[src/rtl/rw_pkg.sv]
// Shared types for the read/write monitor: log opcodes, FSM states and the
// log entry layout.
package rw_pkg;

  typedef enum logic [1:0] {
    OP_NONE  = 2'd0,
    OP_READ  = 2'd1,
    OP_WRITE = 2'd2,
    OP_ERR   = 2'd3
  } op_e;

  typedef enum logic {
    S_IDLE    = 1'b0,
    S_WR_PEND = 1'b1
  } state_e;

  // Default timestamp width. Modules whose width is parameterised build the
  // same {op, ts} layout locally at their own width.
  localparam int TS_W_DEF = 8;

  typedef struct packed {
    op_e                 op;
    logic [TS_W_DEF-1:0] ts;
  } log_entry_t;

  // One log push per cycle: an error outranks a write, which outranks a read.
  function automatic op_e push_op(input logic err, input logic wr, input logic rd);
    if (err)     return OP_ERR;
    else if (wr) return OP_WRITE;
    else if (rd) return OP_READ;
    else         return OP_NONE;
  endfunction

endpackage

[src/rtl/rw_monitor_if.sv]
// Bus between the strobe stage / log consumer and the monitor.
interface rw_monitor_if import rw_pkg::*; #(
  parameter int CNT_W = 8
) ();
  logic             read;
  logic             write;
  logic             ready;
  logic             log_pop;
  logic             log_valid;
  op_e              log_op;
  logic [CNT_W-1:0] log_ts;
  logic [CNT_W-1:0] rd_count;
  logic [CNT_W-1:0] wr_count;
  logic             err_rw;
  logic             err_ready;
  logic             log_ovf;
  logic             busy;

  modport master (
    output read, write, ready, log_pop,
    input  log_valid, log_op, log_ts, rd_count, wr_count,
           err_rw, err_ready, log_ovf, busy
  );

  modport slave (
    input  read, write, ready, log_pop,
    output log_valid, log_op, log_ts, rd_count, wr_count,
           err_rw, err_ready, log_ovf, busy
  );
endinterface

[src/rtl/rw_log_fifo.sv]
// Small first-word-fall-through event log. Pointers carry one extra wrap bit
// so full and empty are told apart by the MSB compare alone.
module rw_log_fifo import rw_pkg::*; #(
  parameter int  DEPTH   = 4,
  parameter type entry_t = log_entry_t
) (
  input  logic   clock,
  input  logic   reset,
  input  logic   push,
  input  entry_t push_data,
  input  logic   pop,
  output entry_t head,
  output logic   empty,
  output logic   full,
  output logic   ovf
);
  localparam int AW = $clog2(DEPTH);

  entry_t        mem [DEPTH];
  logic [AW:0]   wr_ptr, rd_ptr;
  logic          do_push, do_pop;

  // Pop only when something is there; a push into a full FIFO only lands
  // when the same-cycle pop frees a slot.
  always_comb begin
    empty   = (wr_ptr == rd_ptr);
    full    = (wr_ptr[AW] != rd_ptr[AW]) && (wr_ptr[AW-1:0] == rd_ptr[AW-1:0]);
    do_pop  = pop & ~empty;
    do_push = push & (~full | do_pop);
    head    = empty ? '0 : mem[rd_ptr[AW-1:0]];
  end

  // Pointer and overflow-flag update.
  always_ff @(posedge clock) begin
    if (reset) begin
      wr_ptr <= '0;
      rd_ptr <= '0;
      ovf    <= 1'b0;
    end else begin
      if (do_push)         wr_ptr <= wr_ptr + 1'b1;
      if (do_pop)          rd_ptr <= rd_ptr + 1'b1;
      if (push & ~do_push) ovf    <= 1'b1;
    end
  end

  // Storage write; contents are don't-care until the pointers cover them.
  always_ff @(posedge clock) begin
    if (do_push) mem[wr_ptr[AW-1:0]] <= push_data;
  end
endmodule

[src/rtl/rw_monitor.sv]
// Watches the read/write/ready strobes: checks the write->ready handshake,
// counts reads and writes, flags violations and logs timestamped events.
module rw_monitor import rw_pkg::*; #(
  parameter int CNT_W     = 8,
  parameter int LOG_DEPTH = 4
) (
  input  logic         clock,
  input  logic         reset,
  rw_monitor_if.slave  bus
);
  typedef struct packed {
    op_e              op;
    logic [CNT_W-1:0] ts;
  } entry_t;

  localparam logic [CNT_W-1:0] CNT_MAX = '1;

  state_e           state;
  logic             busy_q;
  logic             err_rw_q, err_ready_q;
  logic [CNT_W-1:0] ts, rd_cnt, wr_cnt;

  logic             rw_conflict, rd_ev, wr_ev, miss_ready;
  op_e              push_op_c;
  logic             push;
  entry_t           push_data, head;
  logic             fifo_empty, fifo_full, fifo_ovf;

  // Classify this cycle's strobes and pick the single log push.
  always_comb begin
    rw_conflict = bus.read & bus.write;
    rd_ev       = bus.read & ~bus.write;
    wr_ev       = bus.write & ~bus.read;
    miss_ready  = (state == S_WR_PEND) & ~bus.ready;
    push_op_c   = push_op(miss_ready | rw_conflict, wr_ev, rd_ev);
    push        = (push_op_c != OP_NONE);
    push_data   = '{op: push_op_c, ts: ts};
  end

  // Handshake FSM: a write must be acknowledged by ready on the very next
  // cycle. A new write in the ack cycle re-arms the check; ready in IDLE is
  // ignored.
  always_ff @(posedge clock) begin
    if (reset) begin
      state       <= S_IDLE;
      busy_q      <= 1'b0;
      err_ready_q <= 1'b0;
    end else begin
      case (state)
        S_IDLE: begin
          if (wr_ev) begin
            state  <= S_WR_PEND;
            busy_q <= 1'b1;
          end
        end
        S_WR_PEND: begin
          if (!bus.ready) err_ready_q <= 1'b1;
          state  <= wr_ev ? S_WR_PEND : S_IDLE;
          busy_q <= wr_ev;
        end
        default: begin
          state  <= S_IDLE;
          busy_q <= 1'b0;
        end
      endcase
    end
  end

  // Saturating event counters and the sticky conflict flag.
  always_ff @(posedge clock) begin
    if (reset) begin
      rd_cnt   <= '0;
      wr_cnt   <= '0;
      err_rw_q <= 1'b0;
    end else begin
      if (rd_ev && rd_cnt != CNT_MAX) rd_cnt <= rd_cnt + CNT_W'(1);
      if (wr_ev && wr_cnt != CNT_MAX) wr_cnt <= wr_cnt + CNT_W'(1);
      if (rw_conflict)                err_rw_q <= 1'b1;
    end
  end

  // Free-running timestamp; wraps naturally.
  always_ff @(posedge clock) begin
    if (reset) ts <= '0;
    else       ts <= ts + CNT_W'(1);
  end

  rw_log_fifo #(
    .DEPTH   (LOG_DEPTH),
    .entry_t (entry_t)
  ) u_log (
    .clock     (clock),
    .reset     (reset),
    .push      (push),
    .push_data (push_data),
    .pop       (bus.log_pop),
    .head      (head),
    .empty     (fifo_empty),
    .full      (fifo_full),
    .ovf       (fifo_ovf)
  );

  // Drive the bus outputs from registered state.
  always_comb begin
    bus.log_valid = ~fifo_empty;
    bus.log_op    = head.op;
    bus.log_ts    = head.ts;
    bus.rd_count  = rd_cnt;
    bus.wr_count  = wr_cnt;
    bus.err_rw    = err_rw_q;
    bus.err_ready = err_ready_q;
    bus.log_ovf   = fifo_ovf;
    bus.busy      = busy_q;
  end

  // Fullness is consumed inside the FIFO; keep the port for observability.
  logic unused_full;
  assign unused_full = fifo_full;
endmodule
[src/flat_wrapper.sv]
// flat-port wrapper written by rule: the top's interface ports become plain ports
module rw_monitor_flat import rw_pkg::*;
#(
  parameter int CNT_W     = 8,
  parameter int LOG_DEPTH = 4
)
  (clock, reset, bus_read, bus_write, bus_ready, bus_log_pop, bus_log_valid, bus_log_op, bus_log_ts, bus_rd_count, bus_wr_count, bus_err_rw, bus_err_ready, bus_log_ovf, bus_busy);
  rw_monitor_if #(.CNT_W(CNT_W)) bus_i ();
  input  logic clock;
  input  logic reset;
  input wire logic [$bits(bus_i.read)-1:0] bus_read;
  input wire logic [$bits(bus_i.write)-1:0] bus_write;
  input wire logic [$bits(bus_i.ready)-1:0] bus_ready;
  input wire logic [$bits(bus_i.log_pop)-1:0] bus_log_pop;
  output wire logic [$bits(bus_i.log_valid)-1:0] bus_log_valid;
  output wire logic [$bits(bus_i.log_op)-1:0] bus_log_op;
  output wire logic [$bits(bus_i.log_ts)-1:0] bus_log_ts;
  output wire logic [$bits(bus_i.rd_count)-1:0] bus_rd_count;
  output wire logic [$bits(bus_i.wr_count)-1:0] bus_wr_count;
  output wire logic [$bits(bus_i.err_rw)-1:0] bus_err_rw;
  output wire logic [$bits(bus_i.err_ready)-1:0] bus_err_ready;
  output wire logic [$bits(bus_i.log_ovf)-1:0] bus_log_ovf;
  output wire logic [$bits(bus_i.busy)-1:0] bus_busy;
  assign bus_i.read = bus_read;
  assign bus_i.write = bus_write;
  assign bus_i.ready = bus_ready;
  assign bus_i.log_pop = bus_log_pop;
  assign bus_log_valid = bus_i.log_valid;
  assign bus_log_op = bus_i.log_op;
  assign bus_log_ts = bus_i.log_ts;
  assign bus_rd_count = bus_i.rd_count;
  assign bus_wr_count = bus_i.wr_count;
  assign bus_err_rw = bus_i.err_rw;
  assign bus_err_ready = bus_i.err_ready;
  assign bus_log_ovf = bus_i.log_ovf;
  assign bus_busy = bus_i.busy;
  rw_monitor #(.CNT_W(CNT_W), .LOG_DEPTH(LOG_DEPTH)) u_core (.clock(clock), .reset(reset), .bus(bus_i));
endmodule
[config.mk]
export PLATFORM = sky130hd
export DESIGN_NAME = rw_monitor_flat
export DESIGN_NICKNAME = d
export VERILOG_FILES = /design/src/rtl/rw_pkg.sv /design/src/rtl/rw_monitor_if.sv /design/src/rtl/rw_log_fifo.sv /design/src/rtl/rw_monitor.sv /design/src/flat_wrapper.sv
export SDC_FILE = /design/constraint.sdc
export NUM_CORES = 1
export LEC_CHECK = 0
export CAP_MARGIN = 25
export CORE_MARGIN = 5
export CORE_UTILIZATION = 45
export CTS_CLUSTER_DIAMETER = 150
export CTS_CLUSTER_SIZE = 10
export DETAILED_ROUTE_END_ITERATION = 10
export PLACE_DENSITY_LB_ADDON = 0.12
export SLEW_MARGIN = 25
export SYNTH_ARGS = -nofsm -noshare
export SYNTH_HDL_FRONTEND = slang
export SYNTH_HIERARCHICAL = 1
export SYNTH_SLANG_ARGS = --single-unit
export TNS_END_PERCENT = 50
[constraint.sdc]
create_clock -name clock -period 2.35 [get_ports clock]
set_clock_uncertainty 0.2 [all_clocks]
set_input_delay 0.47 -clock clock [delete_from_list [all_inputs] [get_ports clock]]
set_output_delay 0.47 -clock clock [all_outputs]
set_load 0.02 [all_outputs]
==> reports/qor.yml, run 1 <==
place_ws_ns: -0.04343
start_kind: "register"
crit_type: "reg -> out"
holdBufCountCts: 0
p_switching_w: 0.001030
clkSinkCount: 77
crit_chain: "clkbuf_16 > mux4_2 > nor2b_1 > buf_2"
seq_power_share_pct: 44.3
fin_ws_ns: 0.05299
cp-end-kind: "output port"
rsz0062_at_grt: "yes"
dieArea_mm2: 0.009281
finalSetupViolations: 0
instances_no_fill: 426
max-vdd-ir-drop_mv: 0.3533
coreArea_mm2: 0.007253
clock_path_buffers: 2
detailroute.wirelength.met2_mm: 2.782
relSlewSlack_pct: 73.29
cp_max_fo: 5
hold_violations: 0
critPathArrivalTime_ns: 1.63
highest_layer: "met4"
ant_nets: 0
syn_inst: 262
rows: 31
clkTransAtPathRegs_ns: 0.08
die_w_um: 96.34
p_leak_nw: 1.546
cap_violations: 0
drt-total-wl_mm: 6.153
initial_utilization_pct: 46.25
die_h_um: 96.34
maxSlewViolCount: 0
grt_max_degree: 43
antenna_found_initial: 0
routed-wl-met3_um: 283
worst_pin_slew_ns: 0.3906
slowest_stage: "mux4_2"
period_needed_ns: 2.297
drtIter0Drc: 73
comb_power_share_pct: 27.5
routedWlPerCell_um: 14.44
first_global_vias: 2046
dr.pass1.iters: 4
grtUsageTotal_pct: 14.36
final_util_pct: 58.63
place_hpwl_mm: 4.145
drc: 0
synth_area_mm2: 0.003354
dp_cells: 407
grt_overflow: 0
holdWs_ns: 0.2732
met1_length_mm: 3.002
crit_family: "multiplexers"
crit_buf_inv: 2
place.gp.congestion: 0.7912
grt_pass1_wl_mm: 10.03
io_buffers: 36
ctsRootBufferMaster: "clkbuf_8"
drive_above_1_share_pct: 22.02
cts_buffers: 9
clkPwrFrac_pct: 28.2
syn_to_final_growth_pct: 26.78
ys.warnings.count: 6
internal_power_w: 0.002568
status: "complete, no violations"
fin_crit_sh_pct: 97.75
slowest_delay_ns: 0.48
vias: 2173
crit_required_ns: 1.68
clk_latency_ns: 0.34
htreeDepth: 3
fin_nets: 336
hold_class: "reg -> reg"
ioPinCount: 37
syn_area_per_cell_um2: 12.80
switching_share_pct: 28.63
cts_tree: "built"
p_per_area_mw_per_mm2: 846.2
synth_fp_nets: 276
fmax_mhz: 435.3
diodes: 0
via_per_inst: 5.101
layer usage:
metal | GRT usage [%] | up-vias
li1 | - | 1100
met1 | 19.56 | 1022
met2 | 21.39 | 44
met3 | 3.987 | 7
met4 | 6.308 | 0
met5 | 0 | -
cell usage in the layout, fill, tap and decap left out, types with 3 or more instances in the layout:
cell	count
edfxtp_1	40
buf_12	7
ha_1	8
a211oi_1	6
dfxtp_1	36
xor2_1	6
nand2b_1	12
and4b_1	3
nor3_1	5
buf_4	20
inv_1	10
nand2_1	4
xnor2_1	3
buf_2	6
nor2b_1	14
inv_6	4
nand3_1	4
clkdlybuf4s50_1	25
and2_1	5
nor2_1	19
a21oi_1	13
or3_1	4
o21ai_0	3
mux2i_1	5
nor4_1	3
clkbuf_8	9
mux4_2	10
stage by stage:
step	setup TNS, ns	power, W	cell area, µm²
final	0	0.003599	4253
after global routing	-0.06752	0.003800	4253
after CTS	-0.06259	0.003514	4183
after detailed placement	-0.4304	0.002573	4024
after global placement	-0.04394	0.002565	4024
after floorplan	0	0.002152	3354
worst paths after layout:
kind	startpoint	endpoint	slack, ns	depth (start not counted)
setup / recovery	register	bus_log_ts[5]	0.05	4
hold / removal	u_core/bus.err_ready	u_core/bus.err_ready	0.27	2
setup reg to reg	u_core/u_log/wr_ptr[2]	u_core/u_log/mem[1][0]	0.36	6
hold reg to reg	u_core/bus.err_ready	u_core/bus.err_ready	0.27	2
tightest hold or removal path: cells and delay by family, from the launching register on:
family	cells	cell delay [ns]
AND/OR/NAND/NOR	2	0.11
flip-flops	1	0.33
area by class of cell:
type,instances,area [µm²]
Clock buffer,9,123.9
Clock inverter,7,78.83
Fill cell,603,3000
Inverter,10,37.54
Multi-Input combinational cell,163,1328
Sequential cell,77,1946
Tap cell,99,123.9
Timing Repair Buffer,61,615.6
what timing repair did:
action,CTS,global route
gates cloned,0,1
endpoints found under the setup margin,11,7
resized for setup,41,9
buffers inserted,0,2
hold endpoints to repair,0,0
registers in the layout, indices dropped and copies added, names as in the netlist, named ones only:
signal / count
u_core/u_log/wr_ptr: 3
u_core/u_log/ovf: 1
u_core/bus.err_rw: 1
u_core/bus.err_ready: 1
u_core/state: 1
u_core/bus.wr_count: 8
u_core/u_log/mem: 40
u_core/bus.rd_count: 8
u_core/ts: 8
u_core/bus.busy: 1
u_core/u_log/rd_ptr: 3
power groups by stage:
stage | clock network (W) | logic [W] | registers (W)
2_1_floorplan | 0 | 0.000546 | 0.00161
3_3_place_gp | 0 | 0.000952 | 0.00161
3_5_place_dp | 0 | 0.000958 | 0.00162
4_1_cts | 0.00105 | 0.000878 | 0.00159
5_1_grt | 0.00112 | 0.00108 | 0.00161
6_report | 0.00102 | 0.000990 | 0.00159
Note: power is estimated with default switching activity, not from simulation.
==> run 2: changes to the inputs <==
--- a/config.mk
+++ b/config.mk
@@ -12,7 +12,7 @@
 export CTS_CLUSTER_SIZE = 10
 export DETAILED_ROUTE_END_ITERATION = 10
 export PLACE_DENSITY_LB_ADDON = 0.12
-export SLEW_MARGIN = 25
+export SLEW_MARGIN = 30
 export SYNTH_ARGS = -nofsm -noshare
 export SYNTH_HDL_FRONTEND = slang
 export SYNTH_HIERARCHICAL = 1
==> results of run 2 <==
No change in the layout: final DEF, timing and power equal those of run 1.
==> run 3: changes to the inputs <==
--- a/config.mk
+++ b/config.mk
@@ -11,8 +11,8 @@
 export CTS_CLUSTER_DIAMETER = 150
 export CTS_CLUSTER_SIZE = 10
 export DETAILED_ROUTE_END_ITERATION = 10
+export MAX_ROUTING_LAYER = met4
 export PLACE_DENSITY_LB_ADDON = 0.12
-export SLEW_MARGIN = 30
 export SYNTH_ARGS = -nofsm -noshare
 export SYNTH_HDL_FRONTEND = slang
 export SYNTH_HIERARCHICAL = 1
==> reports/qor.yml, run 3 (synthesized netlist as in run 1, its figures left out) <==
clk_latency_ns: 0.34  # about the same
status: "complete, no violations"
max-vdd-ir-drop_mv: 0.3536  # about the same
ctsRootBufferMaster: "clkbuf_8"
io_buffers: 36  # unchanged
rrSetupSlack_ns: 0.36  # about the same
fin_nets: 336  # unchanged
coreArea_mm2: 0.007253  # unchanged
critPathArrivalTime_ns: 1.63  # about the same
drc: 0  # unchanged
fin_crit_sh_pct: 97.81  # about the same
cp_max_fo: 5  # unchanged
grtUsageTotal_pct: 14.77  # +0.41 points
start_kind: "register"
cts_buffers: 9  # unchanged
fillers: 603  # unchanged
hold_class: "reg -> reg"
htreeDepth: 3  # unchanged
maxSlewViolCount: 0  # unchanged
grt_overflow: 0  # unchanged
via_per_inst: 5.141  # +0.78%
grt_pass1_wl_mm: 10.02  # -0.14%
regArea_mm2: 0.001946  # unchanged
crit_type: "reg -> out"
place_hpwl_mm: 4.145  # unchanged
antenna_found_initial: 0  # unchanged
min_delay_worst_endpoint: "u_core/bus.err_ready"
die_w_um: 96.34  # unchanged
diodes: 0  # unchanged
clkTransAtPathRegs_ns: 0.08  # about the same
drt-total-wl_mm: 6.167  # +0.23%
multi_input_area_mm2: 0.001328  # unchanged
drtIter0Drc: 89  # +22%
r2r_end: "u_core/u_log/mem[1][0]"
initial_utilization_pct: 46.25  # unchanged
p_per_area_mw_per_mm2: 847.8  # +0.20%
relSlewSlack_pct: 72.44  # -0.85 points
cap_violations: 0  # unchanged
worstHoldStart: "u_core/bus.err_ready"
hold_path_depth: 2  # unchanged
worst_pin_slew_ns: 0.4105  # +0.01989 ns
die_h_um: 96.34  # unchanged
drive_above_1_share_pct: 22.02  # unchanged
dr.pass1.iters: 4  # unchanged
rows: 31  # unchanged
cts_tree: "built"
first_global_vias: 2048  # +0.098%
crit_required_ns: 1.68  # about the same
final_common_cell: "edfxtp_1"
cp-end-kind: "output port"
setup_tns_ns: 0  # unchanged
ioPinCount: 37  # unchanged
finalSetupViolations: 0  # unchanged
largest_reg_flops: 40  # unchanged
clkSinkCount: 77  # unchanged
place.gp.congestion: 0.8023  # +1.4%
period_needed_ns: 2.299  # +0.001561 ns
worst_r2r_path_depth: 6  # unchanged
rsz0062_at_grt: "yes"
grt_max_degree: 43  # unchanged
syn_to_final_growth_pct: 26.78  # unchanged
ant_nets: 0  # unchanged
fmax_mhz: 435.1  # about the same
routedWlPerCell_um: 14.48  # +0.23%
instances_no_fill: 426  # unchanged
rr_startpoint: "u_core/u_log/wr_ptr[2]"
p_leak_nw: 1.546  # unchanged
dieArea_mm2: 0.009281  # unchanged
clock_path_buffers: 2  # unchanged
holdBufCountCts: 0  # unchanged
vias: 2190  # +0.78%
hold_violations: 0  # unchanged
dp_cells: 407  # unchanged
final_cell_mix: "edfxtp_1 (40), dfxtp_1 (36), clkdlybuf4s50_1 (25)"
## run 3: worst max path at each step
stage,from,end,slack (ns),cells past startpoint
2_1_floorplan,u_core/u_log/wr_ptr[1],bus_log_op[0],0.32,4
3_3_place_gp,bus_read,u_core/u_log/mem[3][4],-0.005,5
3_5_place_dp,bus_ready,u_core/u_log/mem[3][6],-0.04,6
4_1_cts,register,bus_log_op[0],-0.06,4
5_1_grt,register,bus_log_ts[3],-0.02,4
6_report,register,bus_log_ts[5],0.05,4
## run 3: per-layer routing
layer,vias up,wire length (µm),track usage (%)
met5,-,0,-
li1,1101,-,-
met3,10,240,3.518
met4,0,80,6.308
met1,1038,3082,19.81
met2,41,2763,21.45
## run 3: worst max-delay path, stage by stage (launching register included)
cell and delay [ns]:
dfxtp_4 0.38, clkbuf_16 0.15, mux4_2 0.48, nor2b_1 0.13, buf_2 0.15
## run 3: what timing repair did
action	CTS	global route
setup buffers	0	2
cloned	0	1
setup endpoints to repair	11	7
resized for setup	41	9
## run 3: area by class of cell
cell class,count,area share [%]
Tap cell,99,2.913
Sequential cell,77,45.75
Multi-Input combinational cell,163,31.21
Timing Repair Buffer,61,14.47
Clock inverter,7,1.853
Inverter,10,0.8826
Clock buffer,9,2.913
## run 3: power by group
part | total (W) | internal [W] | leakage, nW | switching [W]
Combinational | 0.000990 | 0.000533 | 0.759 | 0.000457
Sequential | 0.00159 | 0.00153 | 0.682 | 0.0000637
Clock | 0.00102 | 0.000506 | 0.105 | 0.000517
## run 3: stage by stage
step / setup slack, ns / hold WS (ns) / cell area [µm²] / util (%) / total power, W
2_1_floorplan: 0.3182 / 0.2533 / 3354 / - / 0.002152
3_3_place_gp: -0.004751 / 0.2485 / 4024 / 55.48 / 0.002565
3_5_place_dp: -0.04343 / 0.2572 / 4024 / 55.48 / 0.002573
4_1_cts: -0.06259 / 0.2772 / 4183 / 57.67 / 0.003514
5_1_grt: -0.01525 / 0.2930 / 4253 / 58.63 / 0.003799
6_report: 0.05143 / 0.2735 / 4253 / 58.63 / 0.003606
